**config.mk**
```make
export PLATFORM = sky130hd
export DESIGN_NAME = fsm_init_ad
export DESIGN_NICKNAME = d
export VERILOG_FILES = /design/src/rtl/fsm_init_ad.sv
export SDC_FILE = /design/constraint.sdc
export NUM_CORES = 1
export LEC_CHECK = 0
export ABC_AREA = 1
export CAP_MARGIN = 0
export CELL_PAD_IN_SITES_DETAIL_PLACEMENT = 0
export CELL_PAD_IN_SITES_GLOBAL_PLACEMENT = 2
export CORE_MARGIN = 3
export CORE_UTILIZATION = 27
export CTS_BUF_LIST = sky130_fd_sc_hd__clkbuf_4 sky130_fd_sc_hd__clkbuf_8 sky130_fd_sc_hd__clkbuf_16
export DETAILED_ROUTE_END_ITERATION = 8
export PLACE_DENSITY = 0.82
export SETUP_SLACK_MARGIN = 0.1
export SKIP_LAST_GASP = 1
export SLEW_MARGIN = 20
export SYNTH_ARGS = -nofsm -noshare
export SYNTH_HDL_FRONTEND = slang
export SYNTH_SLANG_ARGS = --single-unit
export TNS_END_PERCENT = 50
```
**constraint.sdc**
```tcl
create_clock -name clock_i -period 3.62 [get_ports clock_i]
set_input_delay 1.086 -clock clock_i [delete_from_list [all_inputs] [get_ports clock_i]]
set_output_delay 1.086 -clock clock_i [all_outputs]
set_load 0.05 [all_outputs]
```
**src/rtl/fsm_init_ad.sv**
```systemverilog
// Control FSM for the initialization + associated-data phase of a
// permutation-based cipher. Drives round index, input select, write enable
// and XOR mode of the permutation datapath. Pure Moore outputs.
module fsm_init_ad (
  input  logic       clock_i,
  input  logic       resetb_i,
  input  logic       start_i,
  input  logic       data_valid_i,
  input  logic       ad_last_i,
  output logic [3:0] round_o,
  output logic       select_o,
  output logic       enable_o,
  output logic [1:0] etat_o,
  output logic       data_ready_o,
  output logic       busy_o,
  output logic       done_o
);

  localparam logic [3:0] ROUND_FIRST_AD = 4'd6;
  localparam logic [3:0] ROUND_LAST     = 4'd11;

  typedef enum logic [2:0] {
    S_IDLE,
    S_INIT,
    S_WAIT_AD,
    S_AD,
    S_DONE
  } state_t;

  state_t     r_state;
  state_t     w_state_nxt;
  logic [3:0] r_cnt;
  logic [3:0] w_cnt_nxt;
  logic       r_last;
  logic       w_last_nxt;

  // State, round counter and captured last-block flag
  always_ff @(posedge clock_i or negedge resetb_i) begin
    if (!resetb_i) begin
      r_state <= S_IDLE;
      r_cnt   <= '0;
      r_last  <= 1'b0;
    end else begin
      r_state <= w_state_nxt;
      r_cnt   <= w_cnt_nxt;
      r_last  <= w_last_nxt;
    end
  end

  // Next-state, counter and flag logic; counter only reloads on transitions
  always_comb begin
    w_state_nxt = r_state;
    w_cnt_nxt   = r_cnt;
    w_last_nxt  = r_last;
    case (r_state)
      S_IDLE: begin
        if (start_i) begin
          w_state_nxt = S_INIT;
          w_cnt_nxt   = '0;
        end
      end
      S_INIT: begin
        if (r_cnt == ROUND_LAST) begin
          w_state_nxt = S_WAIT_AD;
          w_cnt_nxt   = '0;
        end else begin
          w_cnt_nxt = r_cnt + 4'd1;
        end
      end
      S_WAIT_AD: begin
        if (data_valid_i) begin
          w_state_nxt = S_AD;
          w_cnt_nxt   = ROUND_FIRST_AD;
          w_last_nxt  = ad_last_i;
        end
      end
      S_AD: begin
        if (r_cnt == ROUND_LAST) begin
          w_state_nxt = r_last ? S_DONE : S_WAIT_AD;
          w_cnt_nxt   = '0;
        end else begin
          w_cnt_nxt = r_cnt + 4'd1;
        end
      end
      S_DONE: begin
        w_state_nxt = S_IDLE;
        w_cnt_nxt   = '0;
      end
      default: begin
        w_state_nxt = S_IDLE;
        w_cnt_nxt   = '0;
      end
    endcase
  end

  // Output decode from state and counter only
  always_comb begin
    round_o      = '0;
    select_o     = 1'b0;
    enable_o     = 1'b0;
    etat_o       = 2'd0;
    data_ready_o = 1'b0;
    busy_o       = 1'b1;
    done_o       = 1'b0;
    case (r_state)
      S_IDLE: begin
        busy_o = 1'b0;
      end
      S_INIT: begin
        enable_o = 1'b1;
        round_o  = r_cnt;
        select_o = (r_cnt == 4'd0);
        if (r_cnt == ROUND_LAST) etat_o = 2'd2;
      end
      S_WAIT_AD: begin
        // all datapath controls idle while waiting for AD
      end
      S_AD: begin
        enable_o = 1'b1;
        round_o  = r_cnt;
        if (r_cnt == ROUND_FIRST_AD) begin
          etat_o       = 2'd1;
          data_ready_o = 1'b1;
        end else if (r_cnt == ROUND_LAST && r_last) begin
          etat_o = 2'd3;
        end
      end
      S_DONE: begin
        done_o = 1'b1;
      end
      default: begin
        busy_o = 1'b0;
      end
    endcase
  end

endmodule

```
* Yosys cells after proc, flatten, opt, wreduce, memory -nomap -nowiden
Index checks and enable logic that the tools add are counted.
Word-level totals: register bits after elaboration 8, input port bits 5, output and inout bits 11, word-level logic and storage cells 43
Cells by class: add/subtract/negate cells 1, equality and inequality tests 10, multiplexer cells 21, reductions and logical operators 8
Operators with widths (count):
- two-way mux 4 bit | 4
- two-way mux 3 bit | 5
- case mux 3 bit (4 select lines) | 1
- case mux 4 bit (3 select lines) | 1
- != test 2 bit (second input constant) | 4
- == test 3 x 2 -> 1 bit (second input constant) | 2
- two-way mux 1 bit | 6
- two-way mux 2 bit | 3
- adder 4 x 1 -> 4 bit (second input constant) | 1
- == test 4 x 3 -> 1 bit (second input constant) | 1
- == test 4 bit (second input constant) | 1
- zero test 4 bit | 1
- case mux 2 bit (2 select lines) | 1
- AND reduction 2 bit | 2
- AND reduction 4 bit | 1
- OR reduction 4 bit | 1
- == test 3 x 1 -> 1 bit (second input constant) | 1
- == test 3 bit (second input constant) | 1
- zero test 3 bit | 1
- OR reduction 2 bit | 1
- logical AND 1 bit | 1

* Depth between registers and ports, before layout
Gate-level depths: netlist of the first run.
depth after elaboration 5, gate-level depth with buffers 7, depth with buffers taken out 7

* Worst setup path before layout of the first run
Ideal clock, no wire load.
path kind register -> output, from register r_cnt[1], to output port etat_o[0], arrival 1600 ps, required time 2534 ps, slack 934 ps, cell stages (with the launch flop) 6, path buffers 0, cell sequence dfrtp_1 > ha_1 > nand3_4 > inv_1 > nand2_1 > a21oi_1
On the way: word-level cells in the longest chain between the ends 5
RTL lines:
- start: declaration | RTL line 32 | logic [3:0] r_cnt;
- start signal: assignment | RTL line 45 | r_cnt <= w_cnt_nxt;
- == test 4 bit | RTL line 124 | end else if (r_cnt == ROUND_LAST && r_last) begin
- logical AND 1 bit | RTL line 124
- two-way mux 2 bit | RTL line 124
- two-way mux 2 bit * | RTL line 121 | if (r_cnt == ROUND_FIRST_AD) begin
- case mux 2 bit (2 select lines) * | RTL line 105 | case (r_state)
- end: declaration | RTL line 13 | output logic [1:0] etat_o,
Every way passes the cells marked *; elsewhere a longest branch is shown, timed or not.

* Final worst setup path of the first run
Ends and elaborated chain as after synthesis.

==> summary.md, run 1 <==
| Metric | Value |
|---|---|
| Leading area contributor after synthesis | `dfrtp_1` |
| Max rail drop VDD | `0.383 mV` |
| Drt total wl | `~1.3 mm` |
| Critical path fanouts, max | `5` |
| Synth top area share | `34.1%` |
| Unrepaired setup endpoints after global routing | `no` |
| Mux share of post-synthesis cell area | `0%` |
| Row cnt | `16` |
| Post-Place Cells | `between 100 and 150` |
| Syn_area_per_cell | `7.34 um^2` |
| Max stage delay on crit path | `820 ps` |
| Slew HR | `about two thirds` |
| Setup repair bufs after CTS | `0` |
| Clock transition at the registers of the reported paths | `~50 ps` |
| Post-synthesis register bit count | `8` |
| Post-route cell area | `approximately 800 um^2` |
| CTS Buffer Depth | `2` |
| Htree depth | `1` |
| Power Total | `0.735 mW` |
| P_leak | `0.373 nW` |
| Critical Path AT | `2100 ps` |
| Die area | `between 2000 and 3000 um^2` |
| Post-route clock skew | `1.52 ps` |
| Cell count after synthesis | `80` |
| Fmax | `between 300 and 400 MHz` |
| Area after DPL | `759 um^2` |
| XOR/XNOR Fraction of Synth Area | `0%` |
| Crit-path slowest cell | `clkdlybuf4s50_1` |
| Routed len/inst | `10.9 um` |
| Hold Buf Count CTS | `0` |
| DIE WIDTH | `52.6 um` |
| Simple-gate share of the synthesized area | `a little over two fifths` |
| Setup violations, final | `0` |
| Vias in the first global route | `510` |
| Post-synth ARST share | `100%` |
| Worst Path Buf+Inv | `2` |
| Initial Utilization | `29.3%` |
| Setup TNS | `0 ps` |
| Fill cells | `215` |
| P&R area growth vs syn | `33.3%` |
| Final hold vios | `0` |
| Post-route ant nets | `0` |
| Hold Slack | `569 ps` |
| Ratio of cells with drive above 1 in the final layout | `12.4%` |
| DR vias | `555` |
| First-pass GRT wire length | `2.34 mm` |
| GP Congestion | `0.741` |
| Top delay family on crit path | `buffers and inverters` |
| 1st-iter DRT viols | `13` |
| Synth Flop Type | `dfrtp_1` |
| Clock root buffer master | `clkbuf_4` |
| Register area share after synthesis | `roughly 34%` |
| IO Count | `16` |
| Tot GR Track Use | `11.6%` |
| Worst-margin pin slew | `500 ps` |
| EDFF count, synth | `0` |
| Worst Hold Class | `flip-flop to flip-flop` |
| Final Core Density | `a little under 40%` |
| DP HPWL | `roughly 1.1 mm` |
| Total of max-cap violations | `0` |
| Worst Setup Slack, final | `433 ps` |
| Residual DRC | `0` |
| Router iterations before antenna repair | `4` |
| CTS buffer count | `3` |
| Tmin final | `between 3000 and 4000 ps` |
| CP Cell Sequence | `ha_1 -> nand3_4 -> inv_1 -> nand2_1 -> a21oi_1 -> clkdlybuf4s50_1` |
| Initial antenna violation count | `0` |
| Synth Area in Adders | `6.40%` |
| Nets | `107` |
| Status | `completed` |
| Post-Syn Nets | `slightly below 90` |
| Largest family of logic cells by synthesized area | `simple AND/OR/NAND/NOR gates` |
| Final cell count without fillers | `around 120` |
| Final period util | `about nine tenths` |
| YS warnings | `0` |
| Die H | `52.6 um` |
| Number of diodes | `0` |
| Synth Area in Compound Gates | `6.82%` |
| Critical Path RT | `2530 ps` |
| Crit Path Category | `flip-flop to primary output` |
| TritonCTS clock tree | `yes` |
| Pin count of the biggest net entering global routing | `9` |
| # resized after CTS | `0` |
| GR Overflow Total | `0` |
| Vias per cell | `4.48` |
| Synthesized area | `587 um^2` |
| Critical Path Source Type | `flip-flop` |
| Setup slack at placement | `713 ps` |
| Worst-skew pair later-pin latency | `between 200 and 300 ps` |
| Netlist cell types | `18` |
| Synth top area cells | `dfrtp_1, nand2_1, nand3_1` |
| Port Buffers | `15` |
| CTS sink cnt | `8` |
| CP endpoint kind | `primary output` |
| Slew Viols, Final | `0` |
| Power Density | `940 nW/um^2` |
| Core area | `2000 um^2` |
[registers in the layout, summed over array words and instances, names as in the netlist]
| register | cells |
|---|---|
| r_cnt | 4 |
| r_last | 1 |
| r_state | 3 |
[synthesized netlist by cell type, types with 2 or more instances]
cell type   n
nand2_4     2
o21ai_0     2
ha_1        3
o21ai_1     2
nor2_1     10
nand3_4     2
inv_2       2
dfrtp_1     8
inv_1       8
nand3_1     9
nand2_1    24
nand4_1     2
[logic make-up (layout without fill, tap and decap cells)]
group           Yosys count  count (layout)
compound gates            7               7
fa+ha+maj                 3               3
buf+inv                  12              29
flops                     8               8
simple gates             50              50
[cell type report]
| type | instances | area [um^2] | share of cell area [%] |
|---|---|---|---|
| Multi-Input combinational cell | 60 | 332 | 42.4 |
| Sequential cell | 8 | 200 | 25.6 |
| Timing Repair Buffer | 15 | 150 | 19.2 |
| Inverter | 11 | 43.8 | 5.60 |
| Tap cell | 27 | 33.8 | 4.32 |
| Clock buffer | 3 | 22.5 | 2.88 |
[power breakdown]
group          switching [mW]  leakage [nW]  internal, mW  total, mW
clock                  0.0313        0.0138        0.0380     0.0693
sequential             0.0552        0.0982         0.127      0.182
combinational           0.322         0.260         0.162      0.484
[per-layer routing]
layer | GRT usage (%) | vias to the layer above | share of wire [%]
met2 | 18.4 | 14 | 47
met5 | 0 | - | 0
li1 | - | 288 | -
met3 | 1.14 | 5 | 4.2
met4 | 7.66 | 0 | 2.7
met1 | 14.7 | 248 | 46
[cells in the final DEF (no fill, tap or decap), drive strengths merged]
| cell type | synthesis | layout |
|---|---|---|
| nor2 | 11 | 11 |
| o22ai | 1 | 1 |
| ha | 3 | 3 |
| dfrtp | 8 | 8 |
| nand3 | 11 | 11 |
| o21ai | 5 | 5 |
| nand2 | 26 | 26 |
| nand4 | 2 | 2 |
| clkbuf | 0 | 3 |
| inv | 11 | 11 |
| a21oi | 1 | 1 |
| clkdlybuf4s50 | 0 | 15 |
[worst reg2reg max path, stage by stage, from the launching register on]
cell and delay [ps]:
dfrtp_1 400, inv_1 160, ha_1 250, nand2_1 60
nand2_1 40, nand2_1 60, o21ai_1 60
[final timing paths]
check | from | to | slack [ps] | cells past startpoint
max | r_cnt[1] | etat_o[0] | 430 | 6
min | r_last | r_last | 570 | 2
max reg2reg | r_cnt[0] | r_cnt[1] | 2480 | 6
min reg2reg | r_last | r_last | 570 | 2
max in group asynchronous | resetb_i | r_cnt[3] | 2240 | 1
min in group asynchronous | resetb_i | r_last | 1110 | 1
(Power assumes the default switching activity.)
==> run 2, diff against run 1 <==
- CORE_UTILIZATION: 27 -> 25
- PLACE_DENSITY: 0.82 -> 0.77
- TNS_END_PERCENT: 50 -> 5
- clock period: 3.62 -> 3.61 ns (I/O delays scaled with it)
==> run 2 against run 1 <==
Compared with the run above:
- first-iteration DRC count rose by 38%
- setup slack got worse by 32 ps
- core utilization decreased by 1.5 points
- non-clock buffer count stayed put
- global-route usage shrank 0.13 points
- critical path type unchanged
- critical endpoint unchanged
==> summary.md, run 2 (same netlist as run 1, synthesis figures left out) <==
| Metric | Value |
|---|---|
| Multi-input logic area | `332 um^2 (unchanged)` |
| DR vias | `553 (was 555)` |
| Die area | `2960 um^2 (was 2770 um^2)` |
| GR Overflow Total | `0 (unchanged)` |
| Slew HR | `66.2% (was 66.5%)` |
| Number of diodes | `0 (unchanged)` |
| DIE WIDTH | `54.5 um (was 52.6 um)` |
| Drt total wl | `1.40 mm (was 1.35 mm)` |
| CP endpoint kind | `primary output (unchanged)` |
| Setup repair bufs after CTS | `0 (unchanged)` |
| Crit Path Category | `flip-flop to primary output (unchanged)` |
| P&R area growth vs syn | `33.3% (unchanged)` |
| Port Buffers | `15 (unchanged)` |
| DP HPWL | `1.10 mm (was 1.08 mm)` |
| Critical Path Source Type | `flip-flop (unchanged)` |
| Max rail drop VDD | `0.444 mV (was 0.383 mV)` |
| Worst Hold Class | `flip-flop to flip-flop (unchanged)` |
| Critical path fanouts, max | `5 (unchanged)` |
| First-pass GRT wire length | `2.34 mm (unchanged)` |
| Router iterations before antenna repair | `3 (was 4)` |
| 1st-iter DRT viols | `18 (was 13)` |
| Clock transition at the registers of the reported paths | `60 ps (was 50 ps)` |
| Crit path from | `r_cnt[1] (unchanged)` |
| Setup violations, final | `0 (unchanged)` |
| P_leak | `0.373 nW (unchanged)` |
| Hold Crit Start | `r_last (unchanged)` |
| Fill cells | `237 (was 215)` |
| Total of max-cap violations | `0 (unchanged)` |
| Slew Viols, Final | `0 (unchanged)` |
| Critical Path RT | `2530 ps (about the same)` |
| Residual DRC | `0 (unchanged)` |
| Worst r2r src | `r_cnt[1] (was r_cnt[0])` |
| Commonest non-fill, non-tap cell in the layout | `nand2_1 (unchanged)` |
| Routed len/inst | `11.3 um (was 10.9 um)` |
| Nets | `107 (unchanged)` |
| Post-route clock skew | `6.02 ps (was 1.52 ps)` |
| Die H | `54.5 um (was 52.6 um)` |
| Post-route ant nets | `0 (unchanged)` |
| Largest regs | `r_cnt x4, r_state x3, r_last x1 (unchanged)` |
| Hold Buf Count CTS | `0 (unchanged)` |
| # resized after CTS | `0 (unchanged)` |
| GP Congestion | `0.729 (was 0.741)` |
| CTS buffer count | `3 (unchanged)` |
| Initial antenna violation count | `0 (unchanged)` |
| Initial Utilization | `28.2% (was 29.3%)` |
| Fmax | `312 MHz` |
| CTS Buffer Depth | `2 (unchanged)` |
| Critical Path AT | `2130 ps (was 2100 ps)` |
| CTS sink cnt | `8 (unchanged)` |
| Vias per cell | `4.46 (was 4.48)` |
| Tmin final | `about 3200 ps` |
| Htree depth | `1 (unchanged)` |
| Clock root buffer master | `clkbuf_4 (unchanged)` |
| Register name with the most flops | `r_cnt (unchanged)` |
| Status | `completed (unchanged)` |
| Reg area | `200 um^2 (unchanged)` |
| Pin count of the biggest net entering global routing | `9 (unchanged)` |
| Row cnt | `16 (unchanged)` |
| Worst Setup EP | `etat_o[0] (unchanged)` |
| IO Count | `16 (unchanged)` |
| Worst-skew pair later-pin latency | `260 ps (was 250 ps)` |
| Most frequent cells in the layout | `nand2_1, clkdlybuf4s50_1, nor2_1 (unchanged)` |
| Final hold vios | `0 (unchanged)` |
| Final period util | `between 80% and 90%` |
| Vias in the first global route | `493 (was 510)` |
| R2r setup slk | `2460 ps (was 2480 ps)` |
| Worst-margin pin slew | `505 ps (was 500 ps)` |
| Max reg flops | `4 (unchanged)` |
| Ratio of cells with drive above 1 in the final layout | `12.4% (unchanged)` |
| TritonCTS clock tree | `yes (unchanged)` |
| Unrepaired setup endpoints after global routing | `no (unchanged)` |
| Worst R2R Path Depth | `6 (unchanged)` |
| Reg-to-Reg End | `r_state[1] (was r_cnt[1])` |
| Power Density | `945 nW/um^2 (was 940 nW/um^2)` |
| Hold Slack | `542 ps (was 569 ps)` |
| Tot GR Track Use | `11.5% (was 11.6%)` |
| Setup TNS | `0 ps (unchanged)` |
| Core area | `2080 um^2 (was 2000 um^2)` |
[run 2: cell counts in the layout (fill, tap and decap cells not counted)]
Identical to the previous run, type by type.
[run 2: area by class of cell]
cell class	instances	share of cell area, %
inverter	11	5.60
sequential	8	25.6
clock buffer	3	2.88
timing repair buffer	15	19.2
multi-input combinational	60	42.4
tap	27	4.32
[run 2: how the worst min path moves through the flow]
stage / end / slack [ps] / depth (start not counted)
6_report: r_last / 540 / 2
5_1_grt: r_last / 600 / 2
4_1_cts: r_last / 550 / 2
3_5_place_dp: r_last / 530 / 2
3_3_place_gp: r_last / 540 / 2
2_1_floorplan: r_last / 470 / 2
[run 2: critical path, stage by stage, from the launching register on]
cell and delay, ps:
dfrtp_1 410, ha_1 250, nand3_4 110, inv_1 60, nand2_1 80, a21oi_1 130, clkdlybuf4s50_1 820
[run 2: layer usage]
layer / part of all wire [%] / track usage, % / vias to the layer above / wire (um)
met5: 0 / 0 / - / 0
met2: 43 / 16.1 / 13 / 606
met4: 1.0 / 6.22 / 0 / 14
li1: - / - / 289 / -
met1: 51 / 15.1 / 249 / 717
met3: 4.3 / 4.09 / 2 / 60
[run 2: stage by stage]
step,cell area [um^2],instances,worst slack [ps],power [mW],utilization (%)
floorplan,587,80,927,0.549,-
global placement,759,121,699,0.677,36.5
detailed placement,759,121,687,0.673,36.5
CTS,782,124,397,0.747,37.6
global route,782,124,255,0.810,37.6
finish,782,124,400,0.739,37.6
[run 2: report_power, final]
group	internal (mW)	switching, mW
Sequential	0.127	0.0565
Clock	0.0381	0.0317
Combinational	0.163	0.322
Total	0.328	0.411
==> run 3, diff against run 2 <==
- CORE_UTILIZATION: 25 -> 27
- PLACE_DENSITY: 0.77 -> 0.82
- clock period: 3.61 -> 3.7 ns (I/O delays scaled with it)
==> results of run 3 <==
The final DEF is identical to that of run 1. Status: completed.
Main changes from that run: setup slack after placement 713 ps -> 769 ps; setup slack after layout 433 ps -> 489 ps; register-to-register setup slack 2480 ps -> 2560 ps; total power 0.735 mW -> 0.719 mW; worst IR drop on VDD 0.383 mV -> 0.375 mV
